--- src/rtl/tppe_pkg.sv ---
`default_nettype none
// +----------------------------------------------------------------------------+
// | tppe_pkg: shared types and bit-scan helpers for the streaming TPPE         |
// | Revision: 1.0                                                              |
// +----------------------------------------------------------------------------+
package tppe_pkg;

  localparam int MAX_W = 64;
  localparam int IDX_W = 7;

  typedef enum logic [1:0] {
    IDLE = 2'd0,
    SCAN = 2'd1,
    OUT  = 2'd2
  } state_t;

  function automatic logic [IDX_W-1:0] lowest_set_bit(input logic [MAX_W-1:0] mask);
    logic [IDX_W-1:0] idx;
    logic             found;
    idx   = '0;
    found = 1'b0;
    for (int i = 0; i < MAX_W; i++) begin
      if (!found && mask[i]) begin
        idx   = IDX_W'(i);
        found = 1'b1;
      end
    end
    return idx;
  endfunction

  // Number of set bits strictly below position p.
  function automatic logic [IDX_W-1:0] masked_popcount(input logic [MAX_W-1:0] mask,
                                                       input logic [IDX_W-1:0] p);
    logic [IDX_W-1:0] cnt;
    cnt = '0;
    for (int i = 0; i < MAX_W; i++) begin
      if (IDX_W'(i) < p) cnt = cnt + IDX_W'(mask[i]);
    end
    return cnt;
  endfunction

  function automatic logic [MAX_W-1:0] extend(input logic [MAX_W-1:0] v, input int q,
                                              input logic sgn);
    logic [MAX_W-1:0] r;
    logic             msb;
    msb = 1'b0;
    for (int i = 0; i < MAX_W; i++) begin
      if (i == q - 1) msb = v[i];
    end
    for (int i = 0; i < MAX_W; i++) begin
      r[i] = (i < q) ? v[i] : (sgn & msb);
    end
    return r;
  endfunction

endpackage
`default_nettype wire

--- src/rtl/tppe_match_sel.sv ---
`default_nettype none
// +----------------------------------------------------------------------------+
// | tppe_match_sel: picks the lowest pending match and its rank among A        |
// | Revision: 1.0                                                              |
// +----------------------------------------------------------------------------+
module tppe_match_sel
  import tppe_pkg::*;
#(
  parameter int N   = 16,
  parameter int P_W = 4,
  parameter int R_W = 5
) (
  input  logic [N-1:0]   match_mask,
  input  logic [N-1:0]   bitmask_a,
  output logic [P_W-1:0] p,
  output logic [R_W-1:0] rank,
  output logic           any
);

  assign any  = |match_mask;
  assign p    = P_W'(lowest_set_bit(MAX_W'(match_mask)));
  assign rank = R_W'(masked_popcount(MAX_W'(bitmask_a), lowest_set_bit(MAX_W'(match_mask))));

endmodule
`default_nettype wire

--- src/rtl/tppe_stream.sv ---
`default_nettype none
// +----------------------------------------------------------------------------+
// | tppe_stream: streaming timestep-parallel PE with pseudo/correction accum   |
// | Revision: 1.0                                                              |
// +----------------------------------------------------------------------------+
module tppe_stream
  import tppe_pkg::*;
#(
  parameter int T        = 4,
  parameter int Q        = 8,
  parameter int N        = 16,
  parameter int SIGNED_B = 0,
  parameter int ACC_W    = 16,
  parameter int AW       = 10,
  parameter int CNT_W    = 8
) (
  input  logic               clk,
  input  logic               rst_n,
  input  logic               in_valid,
  output logic               in_ready,
  input  logic [N-1:0]       in_bitmask_a,
  input  logic [N-1:0]       in_bitmask_b,
  input  logic [N*Q-1:0]     in_fiber_b,
  input  logic [AW-1:0]      in_a_base,
  input  logic               in_last,
  output logic               a_rd_en,
  output logic [AW-1:0]      a_rd_addr,
  input  logic [T-1:0]       a_rd_data,
  output logic               out_valid,
  input  logic               out_ready,
  output logic [T*ACC_W-1:0] out_result,
  output logic [CNT_W-1:0]   out_match_cnt
);

  localparam int P_W = (N > 1) ? $clog2(N) : 1;
  localparam int R_W = $clog2(N + 1);

  state_t r_state, w_state_nxt;

  logic [N-1:0]       r_mask;
  logic [N-1:0]       r_bmask_a;
  logic [N*Q-1:0]     r_fiber_b;
  logic [AW-1:0]      r_base;
  logic               r_last;
  logic               r_pend;
  logic [ACC_W-1:0]   r_bpend;
  logic [ACC_W-1:0]   r_pseudo;
  logic [ACC_W-1:0]   r_corr [T];
  logic [CNT_W-1:0]   r_cnt;
  logic [T*ACC_W-1:0] r_result;

  logic [P_W-1:0]     w_p;
  logic [R_W-1:0]     w_rank;
  logic               w_any;
  logic [Q-1:0]       w_bsel;
  logic [ACC_W-1:0]   w_bext;
  logic [ACC_W-1:0]   w_pseudo_nxt;
  logic [ACC_W-1:0]   w_corr_nxt [T];
  logic [T*ACC_W-1:0] w_result_nxt;
  logic               w_out_done;
  logic               w_scan_exit;

  tppe_match_sel #(
    .N   (N),
    .P_W (P_W),
    .R_W (R_W)
  ) u_match_sel (
    .match_mask (r_mask),
    .bitmask_a  (r_bmask_a),
    .p          (w_p),
    .rank       (w_rank),
    .any        (w_any)
  );

  assign w_bsel      = r_fiber_b[w_p*Q +: Q];
  assign w_bext      = ACC_W'(extend(MAX_W'(w_bsel), Q, SIGNED_B != 0));
  assign w_out_done  = (r_state == OUT) && out_ready;
  assign w_scan_exit = (r_state == SCAN) && !w_any;

  // The spike word returns one cycle after the read, aligned with r_pend.
  always_comb begin
    w_pseudo_nxt = r_pseudo;
    for (int t = 0; t < T; t++) w_corr_nxt[t] = r_corr[t];
    if (r_pend) begin
      w_pseudo_nxt = r_pseudo + r_bpend;
      for (int t = 0; t < T; t++) begin
        if (!a_rd_data[t]) w_corr_nxt[t] = r_corr[t] + r_bpend;
      end
    end
  end

  for (genvar t = 0; t < T; t++) begin : g_result
    assign w_result_nxt[t*ACC_W +: ACC_W] = w_pseudo_nxt - w_corr_nxt[t];
  end

  always_comb begin
    w_state_nxt = r_state;
    in_ready    = 1'b0;
    a_rd_en     = 1'b0;
    a_rd_addr   = '0;
    case (r_state)
      IDLE: begin
        in_ready = 1'b1;
        if (in_valid) w_state_nxt = SCAN;
      end
      SCAN: begin
        if (w_any) begin
          a_rd_en   = 1'b1;
          a_rd_addr = r_base + AW'(w_rank);
        end else begin
          w_state_nxt = r_last ? OUT : IDLE;
        end
      end
      OUT: begin
        if (out_ready) w_state_nxt = IDLE;
      end
      default: w_state_nxt = IDLE;
    endcase
  end

  always_ff @(posedge clk or negedge rst_n) begin
    if (!rst_n) r_state <= IDLE;
    else        r_state <= w_state_nxt;
  end

  always_ff @(posedge clk or negedge rst_n) begin
    if (!rst_n) begin
      r_mask    <= '0;
      r_bmask_a <= '0;
      r_fiber_b <= '0;
      r_base    <= '0;
      r_last    <= 1'b0;
      r_pend    <= 1'b0;
      r_bpend   <= '0;
    end else begin
      if (r_state == IDLE && in_valid) begin
        r_mask    <= in_bitmask_a & in_bitmask_b;
        r_bmask_a <= in_bitmask_a;
        r_fiber_b <= in_fiber_b;
        r_base    <= in_a_base;
        r_last    <= in_last;
      end
      if (r_state == SCAN && w_any) begin
        r_bpend <= w_bext;
        r_pend  <= 1'b1;
        r_mask  <= r_mask & ~(N'(1) << w_p);
      end else begin
        r_pend  <= 1'b0;
      end
    end
  end

  // Accumulators persist across non-last tiles; only the output handshake clears them.
  always_ff @(posedge clk or negedge rst_n) begin
    if (!rst_n) begin
      r_pseudo <= '0;
      for (int t = 0; t < T; t++) r_corr[t] <= '0;
      r_cnt    <= '0;
      r_result <= '0;
    end else begin
      if (w_out_done) begin
        r_pseudo <= '0;
        for (int t = 0; t < T; t++) r_corr[t] <= '0;
        r_cnt    <= '0;
      end else begin
        r_pseudo <= w_pseudo_nxt;
        for (int t = 0; t < T; t++) r_corr[t] <= w_corr_nxt[t];
        if (r_pend && r_cnt != {CNT_W{1'b1}}) r_cnt <= r_cnt + CNT_W'(1);
      end
      if (w_scan_exit && r_last) r_result <= w_result_nxt;
    end
  end

  assign out_valid     = (r_state == OUT);
  assign out_result    = r_result;
  assign out_match_cnt = r_cnt;

endmodule
`default_nettype wire

--- config.mk ---
export PLATFORM = sky130hd
export DESIGN_NAME = tppe_stream
export DESIGN_NICKNAME = d
export VERILOG_FILES = /design/src/rtl/tppe_pkg.sv /design/src/rtl/tppe_match_sel.sv /design/src/rtl/tppe_stream.sv
export SDC_FILE = /design/constraint.sdc
export NUM_CORES = 1
export LEC_CHECK = 0
export ABC_AREA = 1
export BUFFER_PORTS_ARGS = -buffer_cell sky130_fd_sc_hd__buf_2
export CAP_MARGIN = 20
export CORE_MARGIN = 3
export CORE_UTILIZATION = 60
export DETAILED_ROUTE_END_ITERATION = 6
export PLACE_DENSITY = 0.86
export SYNTH_ARGS = -nofsm -noshare
export SYNTH_HDL_FRONTEND = slang
export SYNTH_HIERARCHICAL = 1
export SYNTH_SLANG_ARGS = --single-unit
--- constraint.sdc ---
create_clock -name clk -period 31.2 [get_ports clk]
set_input_delay 3.12 -clock clk [delete_from_list [all_inputs] [get_ports clk]]
set_output_delay 3.12 -clock clk [all_outputs]
set_load 0.05 [all_outputs]
* After elaboration in Yosys (flattened, before gate mapping)
Cells that the tools add are included.
Cells by class: add/sub/neg operators 26, $mul 0, divide/modulo/power cells 0, magnitude comparators 16, equality and inequality tests 6, shift-type cells 2, mux-type cells 69, bitwise gates (word level) 3, reduce and logical (&&, ||, !) cells 42
Operators by type and width (number):
- $mux 16 | 8
- $mux 64 | 2
- $shiftx 128x8->8 | 1
- $mux 7 | 14
- $add 16x8->16 | 5
- $mux 5 | 14
- $add 5x1->5 | 13
- $sub 16x16->16 | 4
- $lt 4x7->1 const A | 8
- $and 16x16->16 | 2
- $lt 3x7->1 const A | 4
- $logic_and 1x1->1 | 21
- $mux 1 | 21
- $mux 10 | 2
- $logic_not 1->1 | 16
- $mux 8 | 2
- $not 16->16 | 1
- $reduce_or 16->1 | 1
- $shl 1x4->16 const A | 1
- $lt 1x7->1 const A | 2
- $lt 2x7->1 const A | 2
- $add 10x5->10 | 1
- $mux 2 | 5
- $add 8x1->8 const B | 1
- other kinds (11) | 13
Storage, ports and cells: bits in registers 334, latch bits 0, bits in writable memories 0, memory bits (read-only) 0, bits of input ports 179, output and inout port bits 85, word-level logic and storage cells 179, memories 0

* Depth between registers and ports, before layout
depth in word-level cells 81, depth in mapped cells 70, gate-level depth less buffers 70

* Hierarchy
Netlist, hierarchy kept.
By module, submodules not included:
- tppe_stream | times used 1, cells each 2458, area an instance 19073.3 µm², sequential area each 8358.0 µm²
- tppe_match_sel | times used 1, cells each 411, area an instance 2257.2 µm², sequential area each 0.0 µm²

* Worst setup path before layout
Ideal clock, no wire load.
path kind register to output, start point reg r_mask[2], end point out a_rd_addr[9], arrival time 10.805 ns, required time 28.080 ns, path slack 17.275 ns, cell stages (with the launch flop) 68, path buffers 0, cells stage by stage dfrtp_1 -> nor2_2 -> nand2_2 -> nor2_8 -> nand4_1 -> nand2_1 -> inv_2 -> nand2_2 -> nand2_1 -> inv_2 -> nand2_1 -> o21ai_1 -> inv_1 -> ha_1 -> nor2_1 -> a21oi_1 -> ha_1 -> a21oi_1 -> [32 not listed] -> ha_1 -> or2_2 -> and2_1 -> ha_1 -> ha_1 -> nand4_1 -> xor2_1 -> ha_1 -> a21o_1 -> a31oi_1 -> nor2_1 -> o21ai_0 -> nand2_1 -> nand2_1 -> nor2_1 -> nand2_1 -> nor3b_1 -> nor3_1
Between the ends: cells in the longest elaborated chain, start to end 76, elaborated cells between the ends (all ways) 105, those cells by class 16 x add/sub; 16 x order compare; 45 x mux; 28 x reduce/logical
Ends and longest elaborated chain:
- start, declared | RTL line tppe_stream.sv:40 | logic [N-1:0] r_mask;
- start signal, assigned | RTL line tppe_stream.sv:137 | r_mask <= in_bitmask_a & in_bitmask_b;
- start signal, assigned | RTL line tppe_stream.sv:146 | r_mask <= r_mask & ~(N'(1) << w_p);
- $logic_and 1x1->1 (*)
- $mux 1
- $logic_not 1->1
- $logic_and 1x1->1
- $mux 1
- $logic_not 1->1
- $logic_and 1x1->1
- $mux 1
- [33 not listed]
- named net w_p[0] | RTL line tppe_stream.sv:52 | logic [P_W-1:0] w_p;
- [28 not listed]
- $add 5x1->5 | RTL line tppe_pkg.sv:37 | if (IDX_W'(i) < p) cnt = cnt + IDX_W'(mask[i]);
- $mux 5 | RTL line tppe_pkg.sv:37
- $add 5x1->5 | RTL line tppe_pkg.sv:37
- $mux 5 (*) | RTL line tppe_pkg.sv:37
- named net w_rank[2] | RTL line tppe_stream.sv:53 | logic [R_W-1:0] w_rank;
- $add 10x5->10 (*) | RTL line tppe_stream.sv:109 | a_rd_addr = r_base + AW'(w_rank);
- $mux 10 (*) | RTL line tppe_stream.sv:107 | if (w_any) begin
- $mux 10 (*) | RTL line tppe_stream.sv:101 | case (r_state)
- end, declared | RTL line tppe_stream.sv:27 | output logic [AW-1:0] a_rd_addr,
Mark *: on every way through the listed nets, which the timed path passes. The rest lies on a longest branch.

* Worst setup path after layout
start point reg r_mask[11], end point out a_rd_addr[9]
Between the ends: cells in the longest elaborated chain, start to end 49, elaborated cells between the ends (all ways) 69, those cells by class 16 x add/sub; 16 x order compare; 27 x mux; 10 x reduce/logical
Ends and longest elaborated chain (RTL line):
- $logic_and 1x1->1 (*)
- $mux 1
- $logic_not 1->1
- $logic_and 1x1->1
- $mux 1
- $logic_not 1->1
- $logic_and 1x1->1
- $mux 1
- [6 not listed]
- named net w_p[3] | tppe_stream.sv:52
- [28 not listed]
- $add 5x1->5 | tppe_pkg.sv:37
- $mux 5 | tppe_pkg.sv:37
- $add 5x1->5 | tppe_pkg.sv:37
- $mux 5 (*) | tppe_pkg.sv:37
- named net w_rank[2] | tppe_stream.sv:53
- $add 10x5->10 (*) | tppe_stream.sv:109
- $mux 10 (*) | tppe_stream.sv:107
- $mux 10 (*) | tppe_stream.sv:101
Marked as above.

==> results.md <==
* Finished layout cell area at 24200 um2
* Yosys warns at 6
* Fin. Hold Viols at 0
* Critical Path Start Type: flop
* Clk_lat worst skew at 580 ps
* Critical Path Stages at 64
* Remaining antenna violation count at 0
* Starting Density at 61.2%
* Area grow syn2layout at 13.8%
* Unrepaired setup endpoints after global routing: no
* Layout cells sized above 1 at 15.0%
* Grt total ovfl at 0
* Max incr delay on CP at 520 ps
* R2R cell count at 23
* Syn Nets at 3175
* Initial drt markers at 1911
* Die Area at 37800 um2
* CTS clk-pin slew, worst paths at 60 ps
* Setup Skew at 27.7 ps
* Cell count after synthesis at 2865
* Final setup fails at 0
* Total Nets Final at 3399
* Worst Max-Slew Pin Slew at 1150 ps
* Clk sinks at 333
* Final Cycle Share at 50.6%
* Commonest cells after routing, fill and taps aside: 940 x nand2_1, 333 x dfrtp_1, 314 x inv_1
* Final Util at 69.7%
* Antenna violations before repair at 2
* Most common cell after layout, fill and taps aside: nand2_1
* Worst Path Buf+Inv at 6
* CP endpoint kind: output port
* Via count at 20400
* Hold slack at 477 ps
* Avg Vias per Cell at 5.72
* First-pass GRT wire length at 101 mm
* Crit path to: a_rd_addr[9]
* Reg2reg end: out_result[29]
* Syn_area_per_cell at 7.43 um2
* Die Ht at 194 um
* Max Root-Sink Buffers at 3
* Core Rows at 68
* Worst EP arrival at 12670 ps
* Gp weighted congestion at 0.922
* Post_cts resized at 0
* Port buffer count at 263
* DRC viols at 0
* H-Tree Depth at 2
* R2r setup slk at 26880 ps
* Worst EP required at 28080 ps
* Setup Buffers After CTS at 0
* Ports at 264
* Achievable Freq at 63.3 MHz
* Worst min-delay path class: reg2reg
* Post-detail-place hpwl at 44.7 mm
* Max Cap Violations at 0
* Outcome: completed
* Pin count of the biggest net entering global routing at 179
* Vias in the first global route at 20400
* Slew HR at 23.2%
* Pins Over Slew Limit at 0
* CTS Buf Count at 38
* Area after DPL at 23000 um2
* Crit path from: r_mask[11]
* Mapped cell area at 21300 um2
* Worst r2r src: r_bpend[1]
* Worst path slowest cell: o31ai_4
* Gr usage total at 32.5%
* Sum Neg Setup Slack at 0 ps
* Worst-path maximum fanout at 29
* CP top delay family: adder cells
* Hold_buf cts at 0
* Number of iterations in the first detailed-routing pass at 7
* Die X at 194 um
* Routed wire length at 61.9 mm
* Final worst path period need at 15790 ps
* Root buf cell: clkbuf_16
* Core area at 34800 um2
* WL per Instance at 17.3 um
* Critical path class: reg2out
* CTS tree: yes
[worst min path at each step]
| stage | end | slack, ps | cells after the start | start |
|---|---|---|---|---|
| floorplan | r_bmask_a[0] | 450 | 2 | r_bmask_a[0] |
| global placement | r_bmask_a[0] | 460 | 2 | r_bmask_a[0] |
| detailed placement | out_result[61] | 470 | 2 | out_result[61] |
| CTS | out_result[47] | 480 | 2 | out_result[47] |
| global route | r_fiber_b[41] | 500 | 2 | r_fiber_b[41] |
| finish | out_result[47] | 480 | 2 | out_result[47] |
[metal layers]
metal	global-route usage (%)	wire length, um	up-vias
li1	-	-	9696
met1	40.9	24800	9616
met2	53.8	29100	898
met3	5.74	4830	227
met4	17.0	3240	0
met5	0	0	-
[worst register-to-register path, stage by stage (launching register included)]
cell	delay (ps)
dfrtp_1	770
inv_1	180
fa_1	450
inv_1	100
nand2_1	60
nand3_1	90
nand2_1	90
nor2_1	120
nor2_1	60
xnor2_1	110
nand2_1	80
nand2_1	300
ha_1	510
nand2_1	60
o21ai_0	400
nand3_1	140
nand2_1	130
nand3_1	80
nand2_1	110
nand2_1	90
nand2_1	70
nand2_1	50
nand3_1	60
nand2_1	80
[area by class of cell]
type                            instances  area [um2]
Antenna cell                            2        5.00
Clock buffer                           52        1040
Clock inverter                         13         235
Fill cell                            2776       10600
Inverter                              334        1260
Multi-Input combinational cell       2106       11400
Sequential cell                       333        8330
Tap cell                              455         569
Timing Repair Buffer                  276        1440
[stage by stage]
| stage | instances | worst slack [ps] |
|---|---|---|
| 6_report | 3571 | 15410 |
| 5_1_grt | 3571 | 14540 |
| 4_1_cts | 3569 | 15530 |
| 3_5_place_dp | 3504 | 16210 |
| 3_3_place_gp | 3504 | 16700 |
| 2_1_floorplan | 2865 | 17270 |
[flip-flops by register name, indices dropped and copies added (netlist names)]
signal / count
r_base: 10
r_bpend: 8
r_pseudo: 16
out_match_cnt: 8
out_result: 64
r_bmask_a: 15
r_last: 1
r_pend: 1
r_corr: 64
r_fiber_b: 128
r_mask: 16
r_state: 2
Power is not shown: default switching activity piles up to over one toggle a cycle in this logic, so the estimate is an artifact.
